--- config.mk ---
export PLATFORM = sky130hd
export DESIGN_NAME = fft_bfly_pipe
export DESIGN_NICKNAME = d
export VERILOG_FILES = /design/src/rtl/fft_pkg.sv /design/src/rtl/fft_twiddle_rom.sv /design/src/rtl/fft_bfly_pipe.sv
export SDC_FILE = /design/constraint.sdc
export NUM_CORES = 1
export LEC_CHECK = 0
export CORE_UTILIZATION = 35
export DETAILED_ROUTE_END_ITERATION = 8
export GPL_TIMING_DRIVEN = 1
export SLEW_MARGIN = 40
export SYNTH_ARGS = -nofsm -noshare
export SYNTH_HDL_FRONTEND = slang
export SYNTH_SLANG_ARGS = --single-unit
--- constraint.sdc ---
create_clock -name clk -period 8.83 [get_ports clk]
set_input_delay 0.883 -clock clk [delete_from_list [all_inputs] [get_ports clk]]
set_output_delay 0.883 -clock clk [all_outputs]
set_load 0.005 [all_outputs]
--- src/rtl/fft_pkg.sv ---
// Shared types, twiddle generation and saturation helpers for the radix-2 butterfly pipeline.
package fft_pkg;

    localparam int  CPLX_DW = 8;
    localparam real PI      = 3.14159265358979323846;

    function automatic int cplx_w(input int dw);
        return 2 * dw;
    endfunction

    typedef struct packed {
        logic signed [CPLX_DW-1:0] re;
        logic signed [CPLX_DW-1:0] im;
    } cplx_t;

    // Scale by 2^(w-1), round half away from zero, clamp magnitude to 2^(w-1)-1.
    function automatic int tw_round(input real v, input int w);
        int lim;
        int r;
        lim = (1 << (w - 1)) - 1;
        if (v >= 0.0) begin
            r = $rtoi(v + 0.5);
        end else begin
            r = -$rtoi(-v + 0.5);
        end
        if (r > lim) begin
            return lim;
        end else if (r < -lim) begin
            return -lim;
        end else begin
            return r;
        end
    endfunction

    function automatic int tw_re(input int k, input int n, input int w);
        return tw_round($cos(2.0 * PI * real'(k) / real'(n)) * real'(1 << (w - 1)), w);
    endfunction

    function automatic int tw_im(input int k, input int n, input int w);
        return tw_round(-$sin(2.0 * PI * real'(k) / real'(n)) * real'(1 << (w - 1)), w);
    endfunction

    localparam logic signed [7:0] TW8_RE [8] = '{8'sd127, 8'sd91, 8'sd0, -8'sd91,
                                                  -8'sd127, -8'sd91, 8'sd0, 8'sd91};
    localparam logic signed [7:0] TW8_IM [8] = '{8'sd0, -8'sd91, -8'sd127, -8'sd91,
                                                  8'sd0, 8'sd91, 8'sd127, 8'sd91};

    function automatic logic signed [31:0] sat_dw(input logic signed [31:0] x, input int dw,
                                                  input logic sat_en);
        logic signed [31:0] hi;
        logic signed [31:0] lo;
        hi = (32'sd1 <<< (dw - 1)) - 32'sd1;
        lo = -hi - 32'sd1;
        if (!sat_en) begin
            return x;
        end else if (x > hi) begin
            return hi;
        end else if (x < lo) begin
            return lo;
        end else begin
            return x;
        end
    endfunction

    function automatic logic out_of_range(input logic signed [31:0] x, input int dw);
        logic signed [31:0] hi;
        logic signed [31:0] lo;
        hi = (32'sd1 <<< (dw - 1)) - 32'sd1;
        lo = -hi - 32'sd1;
        return (x > hi) || (x < lo);
    endfunction

endpackage

--- src/rtl/fft_twiddle_rom.sv ---
// Registered twiddle lookup k -> W_N^k, conjugated when inv is set.
module fft_twiddle_rom
    import fft_pkg::*;
#(
    parameter int N    = 8,
    parameter int TW_W = 8
) (
    input  logic                    clk,
    input  logic                    reset_n,
    input  logic                    en,
    input  logic [$clog2(N)-1:0]    k,
    input  logic                    inv,
    output logic signed [TW_W-1:0]  tr,
    output logic signed [TW_W-1:0]  ti
);

    logic signed [TW_W-1:0] tab_re_s [N];
    logic signed [TW_W-1:0] tab_im_s [N];

    for (genvar g = 0; g < N; g++) begin : g_tab
        if (N == 8 && TW_W == 8) begin : g_fixed
            assign tab_re_s[g] = TW8_RE[g];
            assign tab_im_s[g] = TW8_IM[g];
        end else begin : g_calc
            assign tab_re_s[g] = TW_W'(tw_re(g, N, TW_W));
            assign tab_im_s[g] = TW_W'(tw_im(g, N, TW_W));
        end
    end

    // Table read advances with the pipeline; clamped magnitudes make the negation safe.
    always_ff @(posedge clk or negedge reset_n) begin
        if (!reset_n) begin
            tr <= '0;
            ti <= '0;
        end else if (en) begin
            tr <= tab_re_s[k];
            ti <= inv ? -tab_im_s[k] : tab_im_s[k];
        end
    end

endmodule

--- src/rtl/fft_bfly_pipe.sv ---
// Three-stage streaming radix-2 DIT butterfly: y = a + b*W, z = a - b*W with global-enable stall.
module fft_bfly_pipe
    import fft_pkg::*;
#(
    parameter int DW     = 8,
    parameter int TW_W   = 8,
    parameter int N      = 8,
    parameter bit SAT_EN = 1'b1
) (
    input  logic                  clk,
    input  logic                  reset_n,
    input  logic                  in_valid,
    output logic                  in_ready,
    input  logic [DW-1:0]         in_ar,
    input  logic [DW-1:0]         in_ai,
    input  logic [DW-1:0]         in_br,
    input  logic [DW-1:0]         in_bi,
    input  logic [$clog2(N)-1:0]  in_k,
    input  logic                  in_inv,
    output logic                  out_valid,
    input  logic                  out_ready,
    output logic [DW-1:0]         out_yr,
    output logic [DW-1:0]         out_yi,
    output logic [DW-1:0]         out_zr,
    output logic [DW-1:0]         out_zi,
    output logic                  out_ovf
);

    localparam int PW = DW + TW_W + 1;
    localparam int SW = DW + 2;
    localparam logic signed [PW-1:0] RND = PW'(64'sd1 <<< (TW_W - 2));

    logic                   en_s;
    logic                   v1_r;
    logic                   v2_r;
    logic signed [DW-1:0]   ar1_r, ai1_r, br1_r, bi1_r;
    logic signed [DW-1:0]   ar2_r, ai2_r;
    logic signed [TW_W-1:0] tr_s, ti_s;
    logic signed [PW-1:0]   pr_s, pi_s;
    logic signed [PW-1:0]   pr2_r, pi2_r;
    logic signed [SW-1:0]   mr_s, mi_s;
    logic signed [SW-1:0]   res_s [4];
    logic signed [DW-1:0]   q_s [4];
    logic                   ovf_s;

    assign en_s     = !out_valid || out_ready;
    assign in_ready = en_s;

    fft_twiddle_rom #(.N(N), .TW_W(TW_W)) u_rom (
        .clk     (clk),
        .reset_n (reset_n),
        .en      (en_s),
        .k       (in_k),
        .inv     (in_inv),
        .tr      (tr_s),
        .ti      (ti_s)
    );

    // Stage 1: capture operands alongside the registered twiddle lookup.
    always_ff @(posedge clk or negedge reset_n) begin
        if (!reset_n) begin
            v1_r  <= 1'b0;
            ar1_r <= '0;
            ai1_r <= '0;
            br1_r <= '0;
            bi1_r <= '0;
        end else if (en_s) begin
            v1_r  <= in_valid;
            ar1_r <= signed'(in_ar);
            ai1_r <= signed'(in_ai);
            br1_r <= signed'(in_br);
            bi1_r <= signed'(in_bi);
        end
    end

    // Full-precision complex product b*W; operands widened first so nothing is lost.
    always_comb begin
        pr_s = PW'(br1_r) * PW'(tr_s) - PW'(bi1_r) * PW'(ti_s);
        pi_s = PW'(br1_r) * PW'(ti_s) + PW'(bi1_r) * PW'(tr_s);
    end

    // Stage 2: product registers, a forwarded unchanged.
    always_ff @(posedge clk or negedge reset_n) begin
        if (!reset_n) begin
            v2_r  <= 1'b0;
            ar2_r <= '0;
            ai2_r <= '0;
            pr2_r <= '0;
            pi2_r <= '0;
        end else if (en_s) begin
            v2_r  <= v1_r;
            ar2_r <= ar1_r;
            ai2_r <= ai1_r;
            pr2_r <= pr_s;
            pi2_r <= pi_s;
        end
    end

    // Round back to data scale, form y/z with two guard bits, then saturate or wrap.
    always_comb begin
        mr_s = SW'((pr2_r + RND) >>> (TW_W - 1));
        mi_s = SW'((pi2_r + RND) >>> (TW_W - 1));
        res_s[0] = SW'(ar2_r) + mr_s;
        res_s[1] = SW'(ai2_r) + mi_s;
        res_s[2] = SW'(ar2_r) - mr_s;
        res_s[3] = SW'(ai2_r) - mi_s;
        ovf_s = 1'b0;
        for (int i = 0; i < 4; i++) begin
            q_s[i] = DW'(sat_dw(32'(res_s[i]), DW, SAT_EN));
            ovf_s  = ovf_s | out_of_range(32'(res_s[i]), DW);
        end
    end

    // Stage 3: output registers, held while downstream stalls.
    always_ff @(posedge clk or negedge reset_n) begin
        if (!reset_n) begin
            out_valid <= 1'b0;
            out_yr    <= '0;
            out_yi    <= '0;
            out_zr    <= '0;
            out_zi    <= '0;
            out_ovf   <= 1'b0;
        end else if (en_s) begin
            out_valid <= v2_r;
            out_yr    <= q_s[0];
            out_yi    <= q_s[1];
            out_zr    <= q_s[2];
            out_zi    <= q_s[3];
            out_ovf   <= ovf_s & v2_r;
        end
    end

endmodule

# == Word level (Yosys, flattened, before mapping) ==
# Memories as Yosys holds them, arrays and structs flattened. A register that Yosys moved wholly into a read port is not among the register bits.
# Index checks and enable logic that the tools add are counted.
# classes
mul,4
n_mux,11
n_addsub,9
n_bitwise,5
order_cmp,9
n_reduce_logical,7
# op_table
op,count
$mux 8,11
$mul 8x8->16,4
$gt 10x8->1 const B,4
$lt 10x8->1 const B,4
$add 17x8->17 const B,2
$add 8x10->10,2
$sub 8x10->10,2
$add 16x16->17,1
$sub 16x16->17,1
$neg 8->8,1
$logic_or 1x1->1,5
$ge 4x4->1 const B,1
$not 3->4,1
$or 1x1->1,3
$logic_not 1->1,2
$and 1x1->1,1
# totals
output_inout_bits,35
rom_bits,128
input_bits,40
n_memories,2
register_bits,126
word_cells,64
# mem_list
name,words,width,rd,rd_ports_with_merged_regs,wr,line,source
(no name shown),8,8,1,1,0,fft_twiddle_rom.sv:36,tr <= tab_re_s[k];
(no name shown),8,8,1,0,0,fft_twiddle_rom.sv:37,ti <= inv ? -tab_im_s[k] : tab_im_s[k];

# == Longest topological paths before layout ==
# logic_depth
word_depth,8
mapped_depth,24
mapped_depth_nobuf,23

# == By module ==
# A second synthesis with hierarchy kept.
# unflattened
cells_unflattened,1835
hier_area_um2,16828.6
# modules_own_cells
module,seq_area_each_um2,instances,area_each_um2,cells_per_inst
fft_bfly_pipe,2652.5,1,16239.3,1774
fft_twiddle_rom,225.2,1,589.3,61

# == Least setup slack after synthesis ==
# Ideal clock, no wire load.
# synth_path
path_type,register to register
start,reg bi1_r[7]
end,reg pi2_r[14]
path_stages_with_launch,21
required_time_ns,8.691
arrival_ns,5.977
slack_ns,2.714
setup_ns,0.139
synth_period_minus_slack_ns,6.116
n_path_buf,1
path_cell_list,dfrtp_1 > clkbuf_1 > nand2_1 > inv_1 > fa_1 > fa_1 > fa_1 > fa_1 > fa_1 > inv_1 > fa_1 > inv_1 > ha_1 > a21o_1 > a21o_1 > a21oi_1 > a31oi_1 > o21a_1 > or3_1 > nand2_1 > a21oi_1
# synth_via
elab_chain_cells,2
# synth_lines
element,line,source
start: declaration,fft_bfly_pipe.sv:36,"logic signed [DW-1:0] ar1_r, ai1_r, br1_r, bi1_r;"
start signal: assignment,fft_bfly_pipe.sv:72,bi1_r <= signed'(in_bi);
$mul 8x8->16,fft_bfly_pipe.sv:79,pi_s = PW'(br1_r) * PW'(ti_s) + PW'(bi1_r) * PW'(tr_s);
$add 16x16->17,fft_bfly_pipe.sv:79,
end signal: assignment,fft_bfly_pipe.sv:95,pi2_r <= pi_s;
end: declaration,fft_bfly_pipe.sv:40,"logic signed [PW-1:0] pr2_r, pi2_r;"
# Every way passes these cells.
# A chain may end at the register's enable or synchronous reset.

# == Worst setup path in the final report ==
# layout_path
start,reg u_rom.tr[6]
end,reg pi2_r[14]
# layout_via
elab_chain_cells,2
# layout_lines
element,line,source
start: declaration,fft_twiddle_rom.sv:13,"output logic signed [TW_W-1:0] tr,"
$mul 8x8->16,fft_bfly_pipe.sv:79,
$add 16x16->17,fft_bfly_pipe.sv:79,
# Every way passes these cells.

==> metrics.md <==
| Metric | Value |
|---|---|
| Largest cells by area after synthesis | fa_1, dfrtp_1, ha_1 |
| Critical path class | flop to flop |
| DR DRC count | 13 |
| First-pass GRT wire length | 63900 um |
| Syn Std Cell Area | 16700 sq um |
| FILL cells | 4707 |
| Initial antenna violation count | 0 |
| Layout cells sized above 1 | 0.0342 |
| CTS max path bufs | 2 |
| Failing checks | design-rule violations |
| Total track usage | 0.169 |
| Status | finished with violations |
| Vias in the first global route | 12.3k |
| Post-Synth XOR/XNOR Area | 0.0569 |
| Reg2reg start | u_rom.tr[6]$_DFFE_PN0P_ |
| Most frequent cells in the layout | inv_1, fa_1, nand2_1, ha_1, dfrtp_1 |
| Die extent in y | approximately 220 um |
| Post-synthesis mux area share | 0.00179 |
| Slew @ Worst Pin | between 0.8 and 0.9 ns |
| Overall die width | between 200 and 250 um |
| Setup Skew | 0.0154 ns |
| Mapped Cells | 1828 |
| Most common cell after layout, fill and taps aside | inv_1 |
| Max-slew violation count | 0 |
| CTS Buf Count | 17 |
| Period utilisation layout | 0.779 |
| Syn_area_per_cell | between 9 and 10 sq um |
| CTS tree | yes |
| Family with the most delay on the worst path | adder cells |
| H-tree levels | 4 |
| Worst EP required | 9.13 ns |
| Worst-path clk slew | approximately 0.06 ns |
| CP max stage cell | dfrtp_1 |
| CP most frequent cell | fa_1 |
| Die area | 48700 sq um |
| Setup TNS | 0 ns |
| Starting Density | 0.357 |
| Synthesized flop and latch total | between 100 and 150 |
| Buffers on Ports | 74 |
| RSZ-0062 raised after global routing | false |
| DR iter-0 viols | around 780 |
| Net Count, Synth | 2293 |
| Simple-Gate Fraction of Synth Area | 0.147 |
| Post-CTS resize count | 0 |
| Nets | 2324 |
| Area of the multi-input gates | 12100 sq um |
| Post-Synth Adder-Cell Area | 0.437 |
| Ys async rst share | 1.00 |
| Antenna Nets Post-Route | 0 |
| Worst-skew pair later-pin latency | between 0.4 and 0.5 ns |
| Max_slew headroom | 0.433 |
| Top FF cell, synth | dfrtp_1 |
| Crit-path max cell delay | between 0.8 and 0.9 ns |
| GRT overflow | 0 |
| Min cycle time layout | between 6 and 7 ns |
| # diodes | 0 |
| CORE AREA | about 47000 sq um |
| Dominant combinational cell family by area after synthesis | adder cells |
| YS warnings | 0 |
| Num rows | 79 |
| Fmax | 0.145 GHz |
| CTS root buffer | clkbuf_16 |
| Cts hold-fix bufs | 0 |
| Crit-path cells | nand2_1 > inv_1 > fa_1 > fa_1 > fa_1 > fa_1 > fa_1 > inv_1 > fa_1 > inv_1 > ha_1 > a21o_1 > a21o_1 > a21oi_1 > a31oi_1 > o21a_1 > or3_1 > nand2_1 > a21oi_1 |
| GPL Wtd Cong | 0.848 |
| # IOs | 75 |
| Setup crit end kind | flop |
| Crit path depth | 19 |
| Via density | 4.77 |
| Finish-stage setup viols | 0 |
| Post-synth EDFFs | 0 |
| Clock sinks | 115 |
| Fin. Hold Viols | 0 |
| Largest net degree at the start of global routing | approximately 90 |
| Cell variety after synth | 62 |
| WL per Instance | between 15 and 20 um |
| Worst Setup SP | u_rom.tr[6]$_DFFE_PN0P_ |
| Compound-Gate Fraction of Synth Area | 0.0805 |
| Register area share after synthesis | 0.172 |
| Area leader, netlist | fa_1 |
| Post-Route WL | 38000 um |
| Area delta synth->final | 11.1% |
| FF-to-FF path depth | 19 |
| Worst Path Max Fanout | 23 |
| Max-Cap Viols | 0 |
| Startpoint types | flop |
| Worst min path class | input pin to asynchronous set/reset pin |
| Drt pass-1 iters | 7 |
| HPWL Detailed | about 31000 um |
| WP buf/inv | 3 |
| Via count | 11.8k |
| # Post-CTS Setup Buffers | 0 |
| Crit path arrival time | roughly 7.2 ns |
| Top cell type's share of synthesized area | 0.318 |
| Sequential cell area | 2880 sq um |
cells in the mapped netlist, drive strengths merged, types with 14 or more instances:
cell type  count
o21ai         38
nor2b         18
and2          69
xor2          29
buf           14
o22a          14
fa           266
nor2         102
o21a          20
clkbuf        51
nand3         27
nand2        248
a21oi         39
ha           159
dfrtp        115
xnor2         79
nor3          25
o211ai        16
inv          393
state kept, by name, indices dropped and copies added, names as in the netlist, 4 cells and up:
register	count
pr2_r	11
bi1_r	8
u_rom.tr	4
out_zr	8
ar2_r	8
pi2_r	11
out_yr	8
br1_r	8
u_rom.ti	5
out_yi	8
ar1_r	8
ai2_r	8
ai1_r	8
out_zi	8
logic make-up after synthesis:
family          count (synthesis)
compound gates                185
flops                         115
xor+xnor                      108
mux                             3
buf+inv                       459
fa+ha+maj                     425
simple gates                  533
final cells by class:
class | instances | share of cell area
clock buffer | 18 | 0.0231
clock inverter | 14 | 0.00915
inverter | 394 | 0.0796
multi-input combinational | 1254 | 0.651
sequential | 115 | 0.155
tap | 607 | 0.0408
timing repair buffer | 77 | 0.0415
path summary, 6_finish.rpt:
path	endpoint	slack [ns]
hold / removal	ai2_r[1]$_DFFE_PN0P_	0.40
min in group clk	ai1_r[7]$_DFFE_PN0P_	0.47
max in group asynchronous	br1_r[3]$_DFFE_PN0P_	7.31
setup / recovery	pi2_r[14]$_DFFE_PN0P_	1.96
hold reg to reg	ai1_r[7]$_DFFE_PN0P_	0.47
setup reg to reg	pi2_r[14]$_DFFE_PN0P_	1.96
metrics by stage:
step,std cells,cell area [sq um],hold slack [ns],utilization,setup WS (ns)
after CTS,2479,18600,0.403,0.397,1.92
after global placement,2447,18000,0.441,0.384,2.07
after global routing,2479,18600,0.430,0.397,1.52
after detailed placement,2447,18000,0.450,0.384,1.93
final,2479,18600,0.398,0.397,1.96
after floorplan,1828,16700,0.430,-,2.71
layer usage:
metal / wire [um] / track usage / vias up
li1: - / - / 5665
met1: 18000 / 0.238 / 5839
met2: 17200 / 0.266 / 270
met3: 1940 / 0.0305 / 39
met4: 754 / 0.0452 / 0
met5: 0 / 0 / -
Power is not shown: default switching activity piles up to over one toggle a cycle in this logic, so the estimate is an artifact.
